==> src/rtl/cpu_run_pkg.sv <==
// Shared encodings for the CPU run/halt/step sequencer: FSM states,
// rate-select codes and the CPU phase-counter width.
package cpu_run_pkg;

    localparam int PHASE_W = 3;

    typedef enum logic [1:0] {
        ST_HALT  = 2'd0,
        ST_RUN   = 2'd1,
        ST_DRAIN = 2'd2,
        ST_STEP  = 2'd3
    } runState_t;

    localparam logic [1:0] RATE_MANUAL = 2'b00;
    localparam logic [1:0] RATE_SLOW   = 2'b01;
    localparam logic [1:0] RATE_FAST   = 2'b10;
    localparam logic [1:0] RATE_FULL   = 2'b11;

    // Phase the next enable will execute, given the phase counter and
    // whether an enable is live in the current clk.
    function automatic logic [PHASE_W-1:0] nextPhase(
        input logic [PHASE_W-1:0] cycle,
        input logic               en
    );
        return cycle + {{(PHASE_W-1){1'b0}}, en};
    endfunction

endpackage

==> src/rtl/cpu_run_ctrl_if.sv <==
// Control bundle between the front end / CPU core and the run sequencer.
// runReq and haltReq are one-clk pulses with no ready: sampled every clk and
// dropped if not accepted; stepBtn is a level whose rising edge counts.
interface cpu_run_ctrl_if
    import cpu_run_pkg::*;
#(
    parameter int ADDR_W = 12
);

    logic [1:0]         rateSel;
    logic               stepBtn;
    logic               stepInstr;
    logic               runReq;
    logic               haltReq;
    logic               bpEn;
    logic [ADDR_W-1:0]  bpAddr;
    logic [ADDR_W-1:0]  pcAddr;
    logic [PHASE_W-1:0] cycle;

    logic               cpuEn;
    logic [1:0]         state;
    logic               halted;
    logic               bpHit;

    modport master (
        output rateSel, stepBtn, stepInstr, runReq, haltReq,
               bpEn, bpAddr, pcAddr, cycle,
        input  cpuEn, state, halted, bpHit
    );

    modport slave (
        input  rateSel, stepBtn, stepInstr, runReq, haltReq,
               bpEn, bpAddr, pcAddr, cycle,
        output cpuEn, state, halted, bpHit
    );

endinterface

==> src/rtl/run_rate_gen.sv <==
// Prescaler for the slow/fast run rates; full rate ticks every clk and
// manual never ticks. The count restarts on a rate change or an explicit clear.
module run_rate_gen
    import cpu_run_pkg::*;
#(
    parameter int DIV_SLOW = 6000000,
    parameter int DIV_FAST = 600000
) (
    input  logic       clk,
    input  logic       rstN,
    input  logic [1:0] rateSel,
    input  logic       clear,
    output logic       tick
);

    localparam int DIV_MAX = (DIV_SLOW > DIV_FAST) ? DIV_SLOW : DIV_FAST;
    localparam int CNT_W   = $clog2(DIV_MAX);

    localparam logic [CNT_W-1:0] SLOW_LAST = CNT_W'(DIV_SLOW - 1);
    localparam logic [CNT_W-1:0] FAST_LAST = CNT_W'(DIV_FAST - 1);

    logic [CNT_W-1:0] preQ;
    logic [CNT_W-1:0] preEff;
    logic [CNT_W-1:0] preNext;
    logic [1:0]       rateQ;
    logic             rateChg;
    logic             counting;
    logic             atLast;

    // A clear takes effect in the same clk, so the first tick after it lands
    // exactly DIV clks later, counting the clearing clk as the first.
    always_comb begin
        rateChg  = (rateSel != rateQ);
        preEff   = (clear || rateChg) ? '0 : preQ;
        counting = 1'b0;
        atLast   = 1'b0;
        tick     = 1'b0;
        case (rateSel)
            RATE_SLOW: begin
                counting = 1'b1;
                atLast   = (preEff == SLOW_LAST);
                tick     = atLast;
            end
            RATE_FAST: begin
                counting = 1'b1;
                atLast   = (preEff == FAST_LAST);
                tick     = atLast;
            end
            RATE_FULL: tick = 1'b1;
            default:   tick = 1'b0;
        endcase
        if (!counting || atLast) begin
            preNext = '0;
        end else begin
            preNext = preEff + 1'b1;
        end
    end

    always_ff @(posedge clk or negedge rstN) begin
        if (!rstN) begin
            preQ  <= '0;
            rateQ <= RATE_MANUAL;
        end else begin
            preQ  <= preNext;
            rateQ <= rateSel;
        end
    end

endmodule

==> src/rtl/cpu_run_ctrl.sv <==
// Run/halt/step sequencer: turns run, halt, step and breakpoint events into a
// single registered clock enable (cpuEn) for the CPU core on the board clock.
module cpu_run_ctrl
    import cpu_run_pkg::*;
#(
    parameter int DIV_SLOW = 6000000,
    parameter int DIV_FAST = 600000,
    parameter int ADDR_W   = 12
) (
    input  logic           clk,
    input  logic           rstN,
    cpu_run_ctrl_if.slave  bus
);

    runState_t          stateQ;
    runState_t          stateNext;
    logic               cpuEnQ;
    logic               enNext;
    logic               skipBpQ;
    logic               skipNext;
    logic               bpHitQ;
    logic               bpHitNext;
    logic               stepPrevQ;
    logic               stepEdge;
    logic               rateClear;
    logic               tick;
    logic               boundary;
    logic               bpMatch;
    logic [PHASE_W-1:0] phaseNext;
    logic [ADDR_W-1:0]  pcAddr;
    logic [ADDR_W-1:0]  bpAddr;

    run_rate_gen #(
        .DIV_SLOW (DIV_SLOW),
        .DIV_FAST (DIV_FAST)
    ) rateGen (
        .clk     (clk),
        .rstN    (rstN),
        .rateSel (bus.rateSel),
        .clear   (rateClear),
        .tick    (tick)
    );

    assign pcAddr    = bus.pcAddr;
    assign bpAddr    = bus.bpAddr;
    assign phaseNext = nextPhase(bus.cycle, cpuEnQ);
    assign boundary  = (phaseNext == '0);
    assign bpMatch   = bus.bpEn && boundary && (pcAddr == bpAddr);
    assign stepEdge  = bus.stepBtn && !stepPrevQ;

    // Decisions made here land on cpuEn one clk later; boundary therefore
    // looks at the phase the next enable would execute, not the current one.
    always_comb begin
        stateNext = stateQ;
        enNext    = 1'b0;
        skipNext  = skipBpQ;
        bpHitNext = bpHitQ;
        rateClear = 1'b0;
        case (stateQ)
            ST_HALT: begin
                // A halt request has nothing to stop here but still outranks run/step.
                if (!bus.haltReq) begin
                    if (bus.runReq && (bus.rateSel != RATE_MANUAL)) begin
                        stateNext = ST_RUN;
                        skipNext  = 1'b1;
                        bpHitNext = 1'b0;
                        rateClear = 1'b1;
                    end else if (stepEdge) begin
                        enNext    = 1'b1;
                        bpHitNext = 1'b0;
                        if (bus.stepInstr) begin
                            stateNext = ST_STEP;
                        end
                    end
                end
            end
            ST_RUN: begin
                if (bus.haltReq) begin
                    if (boundary) begin
                        stateNext = ST_HALT;
                    end else begin
                        stateNext = ST_DRAIN;
                        enNext    = tick;
                    end
                end else if (bpMatch && !skipBpQ) begin
                    stateNext = ST_HALT;
                    bpHitNext = 1'b1;
                end else begin
                    enNext = tick;
                    if (tick) begin
                        skipNext = 1'b0;
                    end
                end
            end
            ST_DRAIN: begin
                if (boundary) begin
                    stateNext = ST_HALT;
                end else begin
                    enNext = tick;
                end
            end
            ST_STEP: begin
                // The first enable was issued on entry, so a boundary here ends the step.
                if (boundary) begin
                    stateNext = ST_HALT;
                end else begin
                    enNext = 1'b1;
                end
            end
            default: stateNext = ST_HALT;
        endcase
    end

    always_ff @(posedge clk or negedge rstN) begin
        if (!rstN) begin
            stateQ    <= ST_HALT;
            cpuEnQ    <= 1'b0;
            skipBpQ   <= 1'b0;
            bpHitQ    <= 1'b0;
            stepPrevQ <= 1'b0;
        end else begin
            stateQ    <= stateNext;
            cpuEnQ    <= enNext;
            skipBpQ   <= skipNext;
            bpHitQ    <= bpHitNext;
            stepPrevQ <= bus.stepBtn;
        end
    end

    assign bus.cpuEn  = cpuEnQ;
    assign bus.state  = stateQ;
    assign bus.halted = (stateQ == ST_HALT);
    assign bus.bpHit  = bpHitQ;

endmodule

==> src/flat_wrapper.sv <==
// flat-port wrapper written by rule: the top's interface ports become plain ports
module cpu_run_ctrl_flat import cpu_run_pkg::*;
#(
    parameter int DIV_SLOW = 6000000,
    parameter int DIV_FAST = 600000,
    parameter int ADDR_W   = 12
)
  (clk, rstN, bus_rateSel, bus_stepBtn, bus_stepInstr, bus_runReq, bus_haltReq, bus_bpEn, bus_bpAddr, bus_pcAddr, bus_cycle, bus_cpuEn, bus_state, bus_halted, bus_bpHit);
  cpu_run_ctrl_if #(.ADDR_W(ADDR_W)) bus_i ();
  input  logic clk;
  input  logic rstN;
  input wire logic [$bits(bus_i.rateSel)-1:0] bus_rateSel;
  input wire logic [$bits(bus_i.stepBtn)-1:0] bus_stepBtn;
  input wire logic [$bits(bus_i.stepInstr)-1:0] bus_stepInstr;
  input wire logic [$bits(bus_i.runReq)-1:0] bus_runReq;
  input wire logic [$bits(bus_i.haltReq)-1:0] bus_haltReq;
  input wire logic [$bits(bus_i.bpEn)-1:0] bus_bpEn;
  input wire logic [$bits(bus_i.bpAddr)-1:0] bus_bpAddr;
  input wire logic [$bits(bus_i.pcAddr)-1:0] bus_pcAddr;
  input wire logic [$bits(bus_i.cycle)-1:0] bus_cycle;
  output wire logic [$bits(bus_i.cpuEn)-1:0] bus_cpuEn;
  output wire logic [$bits(bus_i.state)-1:0] bus_state;
  output wire logic [$bits(bus_i.halted)-1:0] bus_halted;
  output wire logic [$bits(bus_i.bpHit)-1:0] bus_bpHit;
  assign bus_i.rateSel = bus_rateSel;
  assign bus_i.stepBtn = bus_stepBtn;
  assign bus_i.stepInstr = bus_stepInstr;
  assign bus_i.runReq = bus_runReq;
  assign bus_i.haltReq = bus_haltReq;
  assign bus_i.bpEn = bus_bpEn;
  assign bus_i.bpAddr = bus_bpAddr;
  assign bus_i.pcAddr = bus_pcAddr;
  assign bus_i.cycle = bus_cycle;
  assign bus_cpuEn = bus_i.cpuEn;
  assign bus_state = bus_i.state;
  assign bus_halted = bus_i.halted;
  assign bus_bpHit = bus_i.bpHit;
  cpu_run_ctrl #(.DIV_SLOW(DIV_SLOW), .DIV_FAST(DIV_FAST), .ADDR_W(ADDR_W)) u_core (.clk(clk), .rstN(rstN), .bus(bus_i));
endmodule
==> config.mk <==
export PLATFORM = sky130hd
export DESIGN_NAME = cpu_run_ctrl_flat
export DESIGN_NICKNAME = d
export VERILOG_FILES = /design/src/rtl/cpu_run_pkg.sv /design/src/rtl/cpu_run_ctrl_if.sv /design/src/rtl/run_rate_gen.sv /design/src/rtl/cpu_run_ctrl.sv /design/src/flat_wrapper.sv
export SDC_FILE = /design/constraint.sdc
export NUM_CORES = 1
export LEC_CHECK = 0
export ABC_AREA = 1
export CAP_MARGIN = 20
export CORE_MARGIN = 2
export CORE_UTILIZATION = 40
export CTS_CLUSTER_SIZE = 10
export DETAILED_ROUTE_END_ITERATION = 10
export PLACE_DENSITY = 0.66
export SYNTH_ARGS = -nofsm -noshare
export SYNTH_HDL_FRONTEND = slang
export SYNTH_SLANG_ARGS = --single-unit
==> constraint.sdc <==
create_clock -name clk -period 4.6 [get_ports clk]
set_clock_uncertainty 0.15 [all_clocks]
set_input_delay 0.92 -clock clk [delete_from_list [all_inputs] [get_ports clk]]
set_output_delay 0.92 -clock clk [all_outputs]
set_load 0.02 [all_outputs]
==> impl_metrics.json, run 1 <==
{
  "min_to": "u_core.skipBpQ",
  "grt_first_pass_wirelength_um": 9114,
  "max_cap_viols": 0,
  "worst_ir_drop_on_vdd_uv": 247.8,
  "first_iter_violations": 108,
  "outcome": "completed",
  "crit-reg2reg-launch": "u_core.bus.state[0]",
  "maxClockFrequency_ghz": 0.2603,
  "final_antenna_net_count": 0,
  "critPathMaxStageDelay_ps": 580,
  "tritoncts_clock_tree": "yes",
  "ys_ff_latch": 31,
  "post_synth_instance_area_mm2": 0.002300,
  "clock_latency_reported_for_the_late_side_of_the_worst_skew_pair_ps": 280,
  "portBuffers": 40,
  "core_area_mm2": 0.005540,
  "r2r_cells": 12,
  "synth.avg_cell_area_um2": 7.278,
  "grt_max_degree": 32,
  "floorplan.io_pins": 41,
  "critical-path-slowest-cell": "sky130_fd_sc_hd__clkdlybuf4s50_1",
  "leakage_uw": 0.001237,
  "synth_cells": 316,
  "antenna_found_initial": 0,
  "synth-async-reset-ratio_pct": 100.0,
  "area.growth.synth_to_final_pct": 24.86,
  "post-cts-setup-buffer-count": 0,
  "final-hold-violation-count": 0,
  "post-route-drc-count": 0,
  "clock-sinks": 31,
  "timing.final.crit_share_pct": 83.51,
  "fin_worst_hold_slack_ps": 342.5,
  "gp_congestion": 0.8670,
  "cp_data_required_time_ps": 4620,
  "die_height_um": 79.83,
  "drt-pass1-iter-count": 4,
  "synth_top_family_by_area": "simple AND/OR/NAND/NOR gates",
  "synth_simple_gate_area_share_pct": 39.39,
  "drive_above_1_share_pct": 12.36,
  "globalRoute.totalOverflow": 0,
  "report.final.setup_viol": 0,
  "synth_sequential_area_ratio_pct": 33.73,
  "initial_utilization_pct": 41.51,
  "hold_class": "reg2reg",
  "cp.arrival_ps": 3860,
  "dieWidth_um": 79.83,
  "power_density_mw_per_mm2": 261.8,
  "synth_fa_ha_area_share_pct": 4.353,
  "muxShareOfSynthArea_pct": 0,
  "worst_r2r_endpoint": "u_core.rateGen.preQ[8]",
  "totalNegativeSetupSlack_ps": 0,
  "ctsResizeCount": 0,
  "dp_slack_ps": 459.1,
  "level_count_of_the_clock_h_tree": 2,
  "startpoint_of_the_lowest_slack_hold_path": "u_core.skipBpQ",
  "dieArea_mm2": 0.006372,
  "placed_instance_count": 428,
  "dpl.hpwl_um": 4293,
  "synth_enable_flop_cells": 0,
  "groute.usage.overall_pct": 18.26,
  "hold_buffers": 0,
  "crit_path_frequent_cell": "sky130_fd_sc_hd__nor2_1",
  "rsz_0062_raised_after_global_routing": "no",
  "cp-startpoint": "bus_rateSel[0]",
  "final_core_utilization_pct": 51.83,
  "count_of_warnings_emitted_by_yosys": 0,
  "std_cell_rows": 27,
  "diode_insertion_count_for_antenna_repair": 0,
  "netlist_top_cells_area": "sky130_fd_sc_hd__dfrtp_1, sky130_fd_sc_hd__nor2_1, sky130_fd_sc_hd__inv_1",
  "dr_total_vias": 2081,
  "synth_cell_types": 32,
  "worst_setup_path_start_kind": "input pin",
  "hold_depth": 2,
  "worstPathCellList": "clkdlybuf4s50_1 -> inv_2 -> ha_1 -> nor2_1 -> nand3_2 -> nand2_4 -> buf_4 -> inv_2 -> nand2_2 -> nand3_1 -> nor2_1 -> nand2_1 -> nand3_2 -> buf_4 -> nor2_1",
  "mappedNetlistNets": 360,
  "first_global_vias": 2000,
  "finalWorstPathRequiredPeriod_ps": 3842,
  "synth-compound-area-share_pct": 5.713,
  "post-synth-top-count-cell": "sky130_fd_sc_hd__nor2_1",
  "timing.reg2reg.setup_slack_ps": 1880,
  "slew-limit-headroom_pct": 73.86,
  "numCtsBuffers": 5,
  "wirelength_um": 5466,
  "ys.flop_type": "sky130_fd_sc_hd__dfrtp_1",
  "critical_path_class": "in2reg",
  "synth_xor_xnor_area_share_pct": 6.855,
  "max_slew.worst_pin.slew_ps": 392.2,
  "post_drt_wl_per_cell_um": 12.54,
  "clk_transition_reported_paths_ps": 60,
  "cp_max_fo": 15,
  "fin_cells": 436,
  "post-synth-top-area-fraction_pct": 33.73,
  "setup_slack_of_the_critical_path_after_layout_ps": 758.5,
  "ys_top_cells_by_count": "sky130_fd_sc_hd__nor2_1, sky130_fd_sc_hd__inv_1, sky130_fd_sc_hd__nand2_1, sky130_fd_sc_hd__dfrtp_1, sky130_fd_sc_hd__nand3_1",
  "final_nets": 407,
  "cts_max_path_buffers": 2,
  "post-synth-top-area-cell": "sky130_fd_sc_hd__dfrtp_1",
  "timing.critical_path.to_type": "flip-flop",
  "avgViaCountPerCell": 4.773,
  "final_max_slew_viol_count": 0,
  "fillers": 552,
  "cts_root_buf": "sky130_fd_sc_hd__clkbuf_8"
}
[worst max-delay path: cells and delay by family]
| kind | cells | cell delay (ps) |
|---|---|---|
| AND/OR/NAND/NOR | 9 | 1440 |
| buffers and inverters | 5 | 1280 |
| adder cells (fa/ha/maj) | 1 | 200 |
[state kept, by name, indices dropped and copies added (netlist names)]
name                  cells
u_core.bus.state          2
u_core.skipBpQ            1
u_core.bus.cpuEn          1
u_core.rateGen.preQ      23
u_core.rateGen.rateQ      2
u_core.stepPrevQ          1
u_core.bus.bpHit          1
[report_power, final]
part,total [µW],switching (µW),leakage [µW],internal (µW)
registers,312,19.9,0.000417,292
logic,231,129,0.000779,103
clock network,208,103,0.0000412,106
[layer usage]
layer  track usage (%)  part of all wire, %  vias to the layer above
met1             24.24                   47                      917
met4             5.085                  1.0                        0
met5                 0                    0                        -
li1                  -                    -                     1085
met3             3.733                  7.4                        7
met2             30.17                   44                       72
[worst max path at each step]
stage,end,slack (ps)
after detailed placement,u_core.rateGen.preQ[0],460
final,u_core.rateGen.preQ[8],760
after floorplan,u_core.rateGen.preQ[6],1490
after global routing,u_core.rateGen.preQ[10],510
after global placement,u_core.rateGen.preQ[8],610
after CTS,u_core.rateGen.preQ[0],740
[layout make-up]
| type | count | area, µm² | area share (%) |
|---|---|---|---|
| Multi-Input combinational cell | 228 | 1295 | 45.10 |
| Sequential cell | 31 | 775.7 | 27.02 |
| Timing Repair Buffer | 43 | 422.9 | 14.73 |
| Inverter | 54 | 202.7 | 7.059 |
| Tap cell | 72 | 90.09 | 3.137 |
| Clock buffer | 6 | 72.57 | 2.527 |
| Clock inverter | 2 | 12.51 | 0.4357 |
[layout by cell type, fill, tap and decap left out, types with 8 or more instances in the layout]
master / Yosys / final
sky130_fd_sc_hd__nor2_1: 53 / 53
sky130_fd_sc_hd__nor3_1: 10 / 10
sky130_fd_sc_hd__inv_1: 50 / 50
sky130_fd_sc_hd__clkdlybuf4s50_1: 0 / 40
sky130_fd_sc_hd__nor2_2: 10 / 10
sky130_fd_sc_hd__o21ai_0: 10 / 10
sky130_fd_sc_hd__ha_1: 8 / 8
sky130_fd_sc_hd__nand2_1: 47 / 47
sky130_fd_sc_hd__xnor2_1: 8 / 8
sky130_fd_sc_hd__xor2_1: 10 / 10
sky130_fd_sc_hd__nand3_1: 26 / 26
sky130_fd_sc_hd__dfrtp_1: 31 / 31
[logic make-up (layout without fill, tap and decap cells)]
family                     count (synthesis)  count (layout)
DFF                                       31              31
buffers and inverters                     57             105
xor gates and xnor gates                  18              18
and+or+nand+nor                          179             179
AOI/OAI and AO/OA                         23              23
adders and majority gates                  8               8
[through the flow]
step                      cell area [µm²]  power, µW
final                                2872      751.7
after global routing                 2872      800.5
after CTS                            2872      759.8
after detailed placement             2786      548.6
after global placement               2786      546.2
after floorplan                      2300      448.1
No activity file was read; power rests on OpenSTA's default activity.
==> run 2: changes to the inputs <==
- PLACE_DENSITY: 0.66 -> 0.69
- clock period: 4.6 -> 3.22 ns (I/O delays scaled with it)
==> impl_metrics.json, run 2 (synthesis results as in run 1) <==
{
  "dr_total_vias": 2168,
  "min_to": "u_core.skipBpQ",
  "registers.top_by_ff_count": "u_core.rateGen.preQ",
  "worst_r2r_endpoint": "u_core.rateGen.preQ[13]",
  "critical_path_class": "in2reg",
  "startpoint_of_the_lowest_slack_hold_path": "u_core.skipBpQ",
  "outcome": "completed",
  "p_int_uw": 831.1,
  "antenna_found_initial": 0,
  "drt-pass1-iter-count": 4,
  "avgViaCountPerCell": 4.765,
  "power_density_mw_per_mm2": 393.9,
  "r2r_cells": 12,
  "worstPathCellList": "clkdlybuf4s50_1 -> buf_4 -> nand2_1 -> nand2_2 -> nor2_8 -> nand2_4 -> nor2_1 -> ha_1 -> inv_1 -> nor3_1 -> and2_1 -> nand2_1 -> nand3_2 -> buf_4 -> nor2_1",
  "drive_above_1_share_pct": 16.97,
  "largest_register_ff_count": 23,
  "grt_max_degree": 32,
  "globalRoute.totalOverflow": 0,
  "timing.final.crit_share_pct": 91.22,
  "finalWorstPathRequiredPeriod_ps": 2937,
  "slew-limit-headroom_pct": 73.54,
  "tritoncts_clock_tree": "yes",
  "die_height_um": 79.83,
  "post-cts-setup-buffer-count": 0,
  "max_slew.worst_pin.slew_ps": 396.9,
  "dpl.hpwl_um": 4527,
  "maxClockFrequency_ghz": 0.3405,
  "timing.reg2reg.setup_slack_ps": 830,
  "cts_max_path_buffers": 2,
  "cp_data_required_time_ps": 3250,
  "worst_setup_path_start_kind": "input pin",
  "final_max_slew_viol_count": 0,
  "leakage_uw": 0.001351,
  "cp-startpoint": "bus_rateSel[0]",
  "floorplan.io_pins": 41,
  "seq_power_share_pct": 37.2,
  "max_cap_viols": 0,
  "initial_utilization_pct": 41.51,
  "gp_congestion": 0.8832,
  "detailroute.wirelength.met2_um": 2479,
  "post_drt_wl_per_cell_um": 12.34,
  "placed_instance_count": 447,
  "net-switching-power_uw": 369.1,
  "first_iter_violations": 95,
  "final-hold-violation-count": 0,
  "final_common_cell": "sky130_fd_sc_hd__nor2_1",
  "p_comb_share_pct": 29.2,
  "portBuffers": 40,
  "report.final.setup_viol": 0,
  "setup_slack_of_the_critical_path_after_layout_ps": 282.7,
  "area.growth.synth_to_final_pct": 32.48,
  "p_clk_share_pct": 33.6,
  "final_antenna_net_count": 0,
  "grt_first_pass_wirelength_um": 9584,
  "numCtsBuffers": 5,
  "highest-signal-layer": "met4",
  "critical-path-slowest-cell": "sky130_fd_sc_hd__clkdlybuf4s50_1",
  "area_occupied_by_multi_input_gates_mm2": 0.001295,
  "dieArea_mm2": 0.006372,
  "dieWidth_um": 79.83,
  "clk_transition_reported_paths_ps": 70,
  "cp_max_fo": 10,
  "clock-sinks": 31,
  "fillers": 524,
  "routed-wl-met3_um": 338,
  "hold_class": "reg2reg",
  "timing.critical_path.to_type": "flip-flop",
  "clock_latency_reported_for_the_late_side_of_the_worst_skew_pair_ps": 290,
  "level_count_of_the_clock_h_tree": 2,
  "final_nets": 426,
  "dp_slack_ps": -22.67,
  "fin_cells": 455,
  "hold_buffers": 0,
  "diode_insertion_count_for_antenna_repair": 0,
  "area.sequential_um2": 775.7,
  "cp.arrival_ps": 2960,
  "crit-reg2reg-launch": "u_core.bus.state[1]",
  "hold_depth": 2,
  "power.share.switching_pct": 30.75,
  "detail_route.wirelength.met1_um": 2698,
  "cts_root_buf": "sky130_fd_sc_hd__clkbuf_8",
  "rsz_0062_raised_after_global_routing": "no",
  "groute.usage.overall_pct": 19.39,
  "final_cell_mix": "sky130_fd_sc_hd__nor2_1, sky130_fd_sc_hd__inv_1, sky130_fd_sc_hd__nand2_1",
  "ctsResizeCount": 0,
  "wirelength_um": 5613,
  "worst_ir_drop_on_vdd_uv": 383.0,
  "first_global_vias": 2176,
  "post-route-drc-count": 0,
  "critPathMaxStageDelay_ps": 430,
  "std_cell_rows": 27,
  "core_area_mm2": 0.005540
}
-- run 2: changes by cell type in the layout (fill, tap and decap cells not counted), sizes merged --
cell / delta
clkinvlp: -1
buf: +19
bufinv: +1
-- run 2: worst max-delay path by stage --
stage,end,slack (ps)
detailed placement,u_core.rateGen.preQ[16],-20
global placement,u_core.rateGen.preQ[14],20
CTS,u_core.rateGen.preQ[13],280
finish,u_core.rateGen.preQ[13],280
floorplan,u_core.rateGen.preQ[6],380
global route,u_core.rateGen.preQ[16],40
-- run 2: metrics by stage --
stage / TNS, ps / cell area [µm²] / hold slack [ps] / utilization [%] / power, µW
final: 0 / 3047 / 327.1 / 54.99 / 1200
after global routing: 0 / 3047 / 363.1 / 54.99 / 1272
after CTS: 0 / 3047 / 326.6 / 54.99 / 1213
after detailed placement: -159.3 / 2929 / 310.0 / 52.87 / 806.9
after global placement: 0 / 2929 / 298.9 / 52.87 / 798.9
after floorplan: 0 / 2300 / 198.4 / - / 640.2
-- run 2: area by class of cell --
cell class,instances,area share (%)
clock inverter,2,1.150
sequential,31,25.46
timing repair buffer,62,18.56
clock buffer,6,2.710
multi-input combinational,228,42.51
inverter,54,6.653
tap,72,2.957
-- run 2: layer usage --
layer,up-vias,GRT usage [%]
li1,1130,-
met1,973,25.20
met2,54,31.68
met3,11,4.412
met4,0,6.780
met5,-,0
-- run 2: power groups by stage --
stage                     sequential [µW]  clock [µW]  combinational (µW)
after floorplan                       468           0                 172
after global placement                451           0                 348
after detailed placement              454           0                 353
after CTS                             447         413                 354
after global routing                  452         429                 391
final                                 447         403                 351
-- run 2: worst max-delay path, delay by kind of cell --
| kind | cells | cell delay (ps) |
|---|---|---|
| adder cells (fa/ha/maj) | 1 | 160 |
| buffers and inverters | 4 | 860 |
| AND/OR/NAND/NOR | 10 | 1280 |
==> run 3: changes to the inputs <==
- CTS_CLUSTER_SIZE: 10 -> 12
- HOLD_SLACK_MARGIN: unset -> 0.15
==> results of run 3 <==
Same layout as run 2: the final DEF is identical, and so are final timing and power.
==> RTL edit 1: new RTL, config.mk and constraints of run 2 <==
`DIV_FAST` is set to 600000 in 3 places; all go to 300000.
--- a/src/rtl/run_rate_gen.sv
+++ b/src/rtl/run_rate_gen.sv
@@ -6,3 +6,3 @@
     parameter int DIV_SLOW = 6000000,
-    parameter int DIV_FAST = 600000
+    parameter int DIV_FAST = 300000
 ) (
--- a/src/rtl/cpu_run_ctrl.sv
+++ b/src/rtl/cpu_run_ctrl.sv
@@ -6,3 +6,3 @@
     parameter int DIV_SLOW = 6000000,
-    parameter int DIV_FAST = 600000,
+    parameter int DIV_FAST = 300000,
     parameter int ADDR_W   = 12
--- a/src/flat_wrapper.sv
+++ b/src/flat_wrapper.sv
@@ -4,3 +4,3 @@
     parameter int DIV_SLOW = 6000000,
-    parameter int DIV_FAST = 600000,
+    parameter int DIV_FAST = 300000,
     parameter int ADDR_W   = 12
Behaviour: no difference found for any inputs over 10 cycles, from zero or initial values and one cycle with rstN low; that may be too few to reach the edited logic, so the function may still have changed.
==> RTL edit 1 against run 2 <==
  * Core utilization shrank 3.7 points
  * Fmax grew 0.18%
  * Sequential cell count did not move
  * Total power fell by 5.5%
  * Setup slack gained 0.0053 ns
  * Final area down 0.41%
  * Routed wire length increased by 4.8%
  * Area after synthesis grew 6.1%
  * Critical endpoint is now u_core.rateGen.preQ[5]
  * Largest cell class unchanged
  * Highest routed layer unchanged
==> RTL edit 1: results (changes against run 2) <==
Yosys
  – Compound-gate portion of the synthesized area: 0.0410 (-0.0161)
  – Synth Net Count: 377 (+4.7%)
  – Synth area leaders: dfrtp_1, nor2_1, inv_1
  – Register area share after synthesis: 0.318 (-0.0195)
  – Primary FF master, synth: dfrtp_1
  – Post-synthesis cell type count: 34 (+6.3%)
  – Synth top area share: 0.318 (-0.0195)
  – Post-Synth XOR/XNOR Area: 0.0718 (+0.00321)
  – Mapped Cells: 333 (+5.4%)
  – Top cells by count, synth: nor2_1, inv_1, nand2_1
  – Post-Synth Adder-Cell Area: 0.0410 (-0.00252)

Setup path
  – R2R setup slack: 0.92 ns (+0.09 ns)
  – FF-to-FF path depth: 12 (unchanged)
  – Worst-path fanout max: 23 (+13)
  – Arrival time at the worst endpoint: 2.96 ns (about the same)
  – R2r startpoint: u_core.rateGen.rateQ[1]
  – R2R Path End: u_core.rateGen.preQ[16]

Placement
  – GPL Wtd Cong: 0.895 (+1.4%)
  – I/O Buffers: 40 (unchanged)
  – Post-placement cell count: 452 (+1.1%)
  – Detail Placement HPWL: 4660 um (+3.0%)

Global route
  – First-pass GRT wire length: 9810 um (+2.4%)
  – Vias in the first global route: 2,101 (-3.4%)
  – GRT Overall Usage: 0.188 (-0.00599)
  – Largest net degree at the start of global routing: 32 (unchanged)

Routing
  – Post-Route WL: 5880 um (+4.8%)
  – Vias per inst: 4.94 (+3.7%)
  – 1st-iter DRT viols: 159 (+67%)

Finish
  – Final Net Count: 428 (+0.47%)
  – Layout cell share with drive strength beyond 1: 0.154 (-0.0161)
  – Number of flip-flops in the largest register: 23 (unchanged)
  – Antenna diode count: 0 (unchanged)
  – Non-Filler Instances: 459 (+0.88%)
  – Largest Register: u_core.rateGen.preQ

Power and ir drop
  – Leak: 1.30 nW (-3.9%)
  – Switching pwr: 389 uW (+5.5%)
  – Max IR drop VDD: 0.264 mV (-31%)

Clocking
  – Post-CTS setup buffer count: 0 (unchanged)
  – Worst skew pair latency: 0.29 ns (about the same)

Timing
  – Worst Tran Pin Value: 0.402 ns (+0.00539 ns)
  – Final number of hold-violating endpoints: 0 (unchanged)
  – Hold slack: 0.323 ns (-0.00420 ns)

Min path
  – Min-delay src: u_core.skipBpQ

Outcome
  – Status: completed
[RTL edit 1: changes by cell type in the layout (fill, tap and decap cells not counted), moves of 3 or more]
cell / delta
nor2_2: +6
o21ai_0: -5
nor2_1: +7
nand2_2: -3
nand3_1: -9
buf_4: -13
nand4_1: +8
nand2_1: +3
nand4_2: +3
nand3_2: -4
o22ai_1: -3
[RTL edit 1: worst max path at each step]
stage | start | endpoint | slack (ns) | cells past startpoint
floorplan | bus_rateSel[0] | u_core.rateGen.preQ[4] | 0.50 | 15
global placement | bus_rateSel[0] | u_core.rateGen.preQ[15] | 0.08 | 14
detailed placement | bus_rateSel[0] | u_core.rateGen.preQ[4] | -0.0001 | 14
CTS | bus_rateSel[0] | u_core.rateGen.preQ[4] | 0.29 | 14
global route | bus_rateSel[1] | u_core.rateGen.preQ[5] | 0.05 | 13
finish | bus_rateSel[0] | u_core.rateGen.preQ[5] | 0.29 | 14
[RTL edit 1: cells by family after synthesis]
family          after synthesis
flops                        31
fa+ha+maj                     8
simple gates                197
xor+xnor                     20
buf+inv                      61
compound gates               16
[RTL edit 1: power groups by stage]
stage	sequential [mW]	clock [mW]	combinational, mW
global placement	0.455	0	0.370
finish	0.450	0.313	0.371
detailed placement	0.457	0	0.374
floorplan	0.474	0	0.208
CTS	0.449	0.322	0.375
global route	0.454	0.339	0.418
[RTL edit 1: worst max-delay path: stages]
cell and delay, ns:
clkdlybuf4s50_1 0.49, inv_2 0.07, ha_1 0.21, nor2_2 0.18
nand3_4 0.10, nand2_4 0.09, nor2_1 0.05, ha_1 0.23
nand4_1 0.12, nor2_1 0.07, nand2_1 0.09, nor2_2 0.05
nand3b_4 0.32, a211oi_1 0.26
[RTL edit 1: area by class of cell]
type | instances | area, um^2
clock inverters | 1 | 5.00
repair buffers | 49 | 468
well taps | 75 | 93.8
clock buffers | 6 | 82.6
flip-flops and latches | 31 | 776
multi-input cells | 241 | 1400
fillers | 557 | 2890
inverters | 56 | 210
[RTL edit 1: metrics by stage]
| step | utilization | power, mW | instance area [um^2] | setup slack (ns) | setup TNS [ns] |
|---|---|---|---|---|---|
| floorplan | - | 0.682 | 2440 | 0.497 | 0 |
| global placement | 0.498 | 0.825 | 2950 | 0.0786 | 0 |
| detailed placement | 0.498 | 0.830 | 2950 | -0.000102 | -0.000102 |
| CTS | 0.512 | 1.15 | 3030 | 0.290 | 0 |
| global route | 0.512 | 1.21 | 3030 | 0.0506 | 0 |
| finish | 0.512 | 1.13 | 3030 | 0.288 | 0 |
[RTL edit 1: metal layers]
metal	GRT usage	vias to the layer above	share of wire
li1	-	1160	-
met1	0.276	1047	0.50
met2	0.285	58	0.44
met3	0.0380	4	0.051
met4	0.0400	0	0.0070
met5	0	-	0
==> RTL edit 2: new RTL, config.mk and constraints of run 2 <==
Without the edit above. Reset style: synchronous (`rstN`), changed in 2 clocked blocks.
--- a/src/rtl/run_rate_gen.sv
+++ b/src/rtl/run_rate_gen.sv
@@ -58,3 +58,3 @@
 
-    always_ff @(posedge clk or negedge rstN) begin
+    always_ff @(posedge clk) begin
         if (!rstN) begin
--- a/src/rtl/cpu_run_ctrl.sv
+++ b/src/rtl/cpu_run_ctrl.sv
@@ -113,3 +113,3 @@
 
-    always_ff @(posedge clk or negedge rstN) begin
+    always_ff @(posedge clk) begin
         if (!rstN) begin
Function: differs if rstN is asserted again (counterexample within 4 cycles, from zero or initial values and one cycle with rstN low); with rstN held inactive, the same outputs for 10 cycles.
==> RTL edit 2 against run 2 <==
  * Register-to-register slack worse by 0.03 ns
  * Clock power is 16% higher
  * Routed wire length is 12% higher
  * Final area is 1.5% higher
  * Setup slack worse by 0.029 ns
  * First-iteration DRC count is 22% higher
  * Sequential cell count stayed put
  * Total power is 6.4% higher
  * Sequential power is 4.7% lower
  * Largest cell class unchanged
  * Count of clock-buffer cells in the layout is 1 lower
  * Combinational power is 8.8% higher
  * Largest power group is now the clock network
  * Area after synthesis is 3.7% higher
==> RTL edit 2: results (changes against run 2) <==
Yosys
  – Top cells by count, synth: nand2_1, inv_1, nor2_1
  – Syn avg cell area: 6.07 um^2 (-17%)
  – Compound-gate portion of the synthesized area: 0.0651 (+0.00793)
  – Register area share after synthesis: 0.260 (-0.0771)
  – Primary FF master, synth: dfxtp_1
  – Synth Net Count: 436 (+21%)
  – Asr flop ratio synth: 0 (-1.00)
  – Synth area leaders: dfxtp_1, nand2_1, inv_1
  – Post-Synth Adder-Cell Area: 0.0367 (-0.00680)

Setup path
  – R2r startpoint: u_core.bus.state[1]
  – Worst setup endpoint: u_core.rateGen.preQ[18]
  – R2R setup slack: 0.80 ns (-0.03 ns)
  – FF-to-FF path depth: 15 (+3)
  – Worst-path fanout max: 4 (-6)

Placement
  – Post-placement cell count: 518 (+16%)
  – Pre-CTS setup slack: -0.0419 ns (-0.0192 ns)
  – GPL Wtd Cong: 1.01 (+15%)
  – DP Area: 2960 um^2 (+0.90%)

Routing
  – Vias per inst: 4.91 (+3.1%)
  – Metal3 WL: 464 um (+37%)
  – Met1 WL: 2860 um (+6.1%)
  – Post-Route WL: 6300 um (+12%)
  – DR WL met2: 2860 um (+15%)

Global route
  – Largest net degree at the start of global routing: 12 (-63%)
  – M2 GR Usage: 0.352 (+0.0353)
  – Met3 Resource Use GR: 0.0411 (-0.00301)
  – GRT Overall Usage: 0.208 (+0.0142)
  – M1 GR Usage: 0.266 (+0.0139)
  – First-pass GRT wire length: 10,700 um (+12%)

Finish
  – Fill cells: 571 (+9.0%)
  – Core Util, Final: 0.528 (-0.0215)
  – Final Net Count: 493 (+16%)

Outcome
  – Status: completed

Timing
  – Hold slack: 0.319 ns (-0.00824 ns)
  – Worst Tran Pin Value: 0.411 ns (+0.0140 ns)

Min path
  – Hold Path Sink: u_core.skipBpQ

Power and ir drop
  – Max IR drop VDD: 0.313 mV (-18%)
-- RTL edit 2: cell count changes after synthesis, moves of 7 or more --
| cell | before | now |
|---|---|---|
| nand2_1 | 47 | 86 |
| dfrtp_1 | 31 | 0 |
| dfxtp_1 | 0 | 31 |
| inv_1 | 50 | 68 |
| a21oi_1 | 5 | 22 |
| or2_2 | 1 | 8 |
-- RTL edit 2: final cells by class --
cell class	instances	area share
Clock inverter	3	0.0219
Multi-Input combinational cell	284	0.472
Sequential cell	31	0.201
Timing Repair Buffer	53	0.161
Clock buffer	5	0.0223
Inverter	75	0.0919
Tap cell	75	0.0304
-- RTL edit 2: where the power goes --
| group | switching (mW) | internal [mW] | leakage [nW] | total (mW) |
|---|---|---|---|---|
| clock network | 0.160 | 0.309 | 0.0644 | 0.468 |
| registers | 0.0228 | 0.403 | 0.251 | 0.426 |
| logic | 0.217 | 0.166 | 0.928 | 0.382 |
| total | 0.399 | 0.878 | 1.24 | 1.28 |
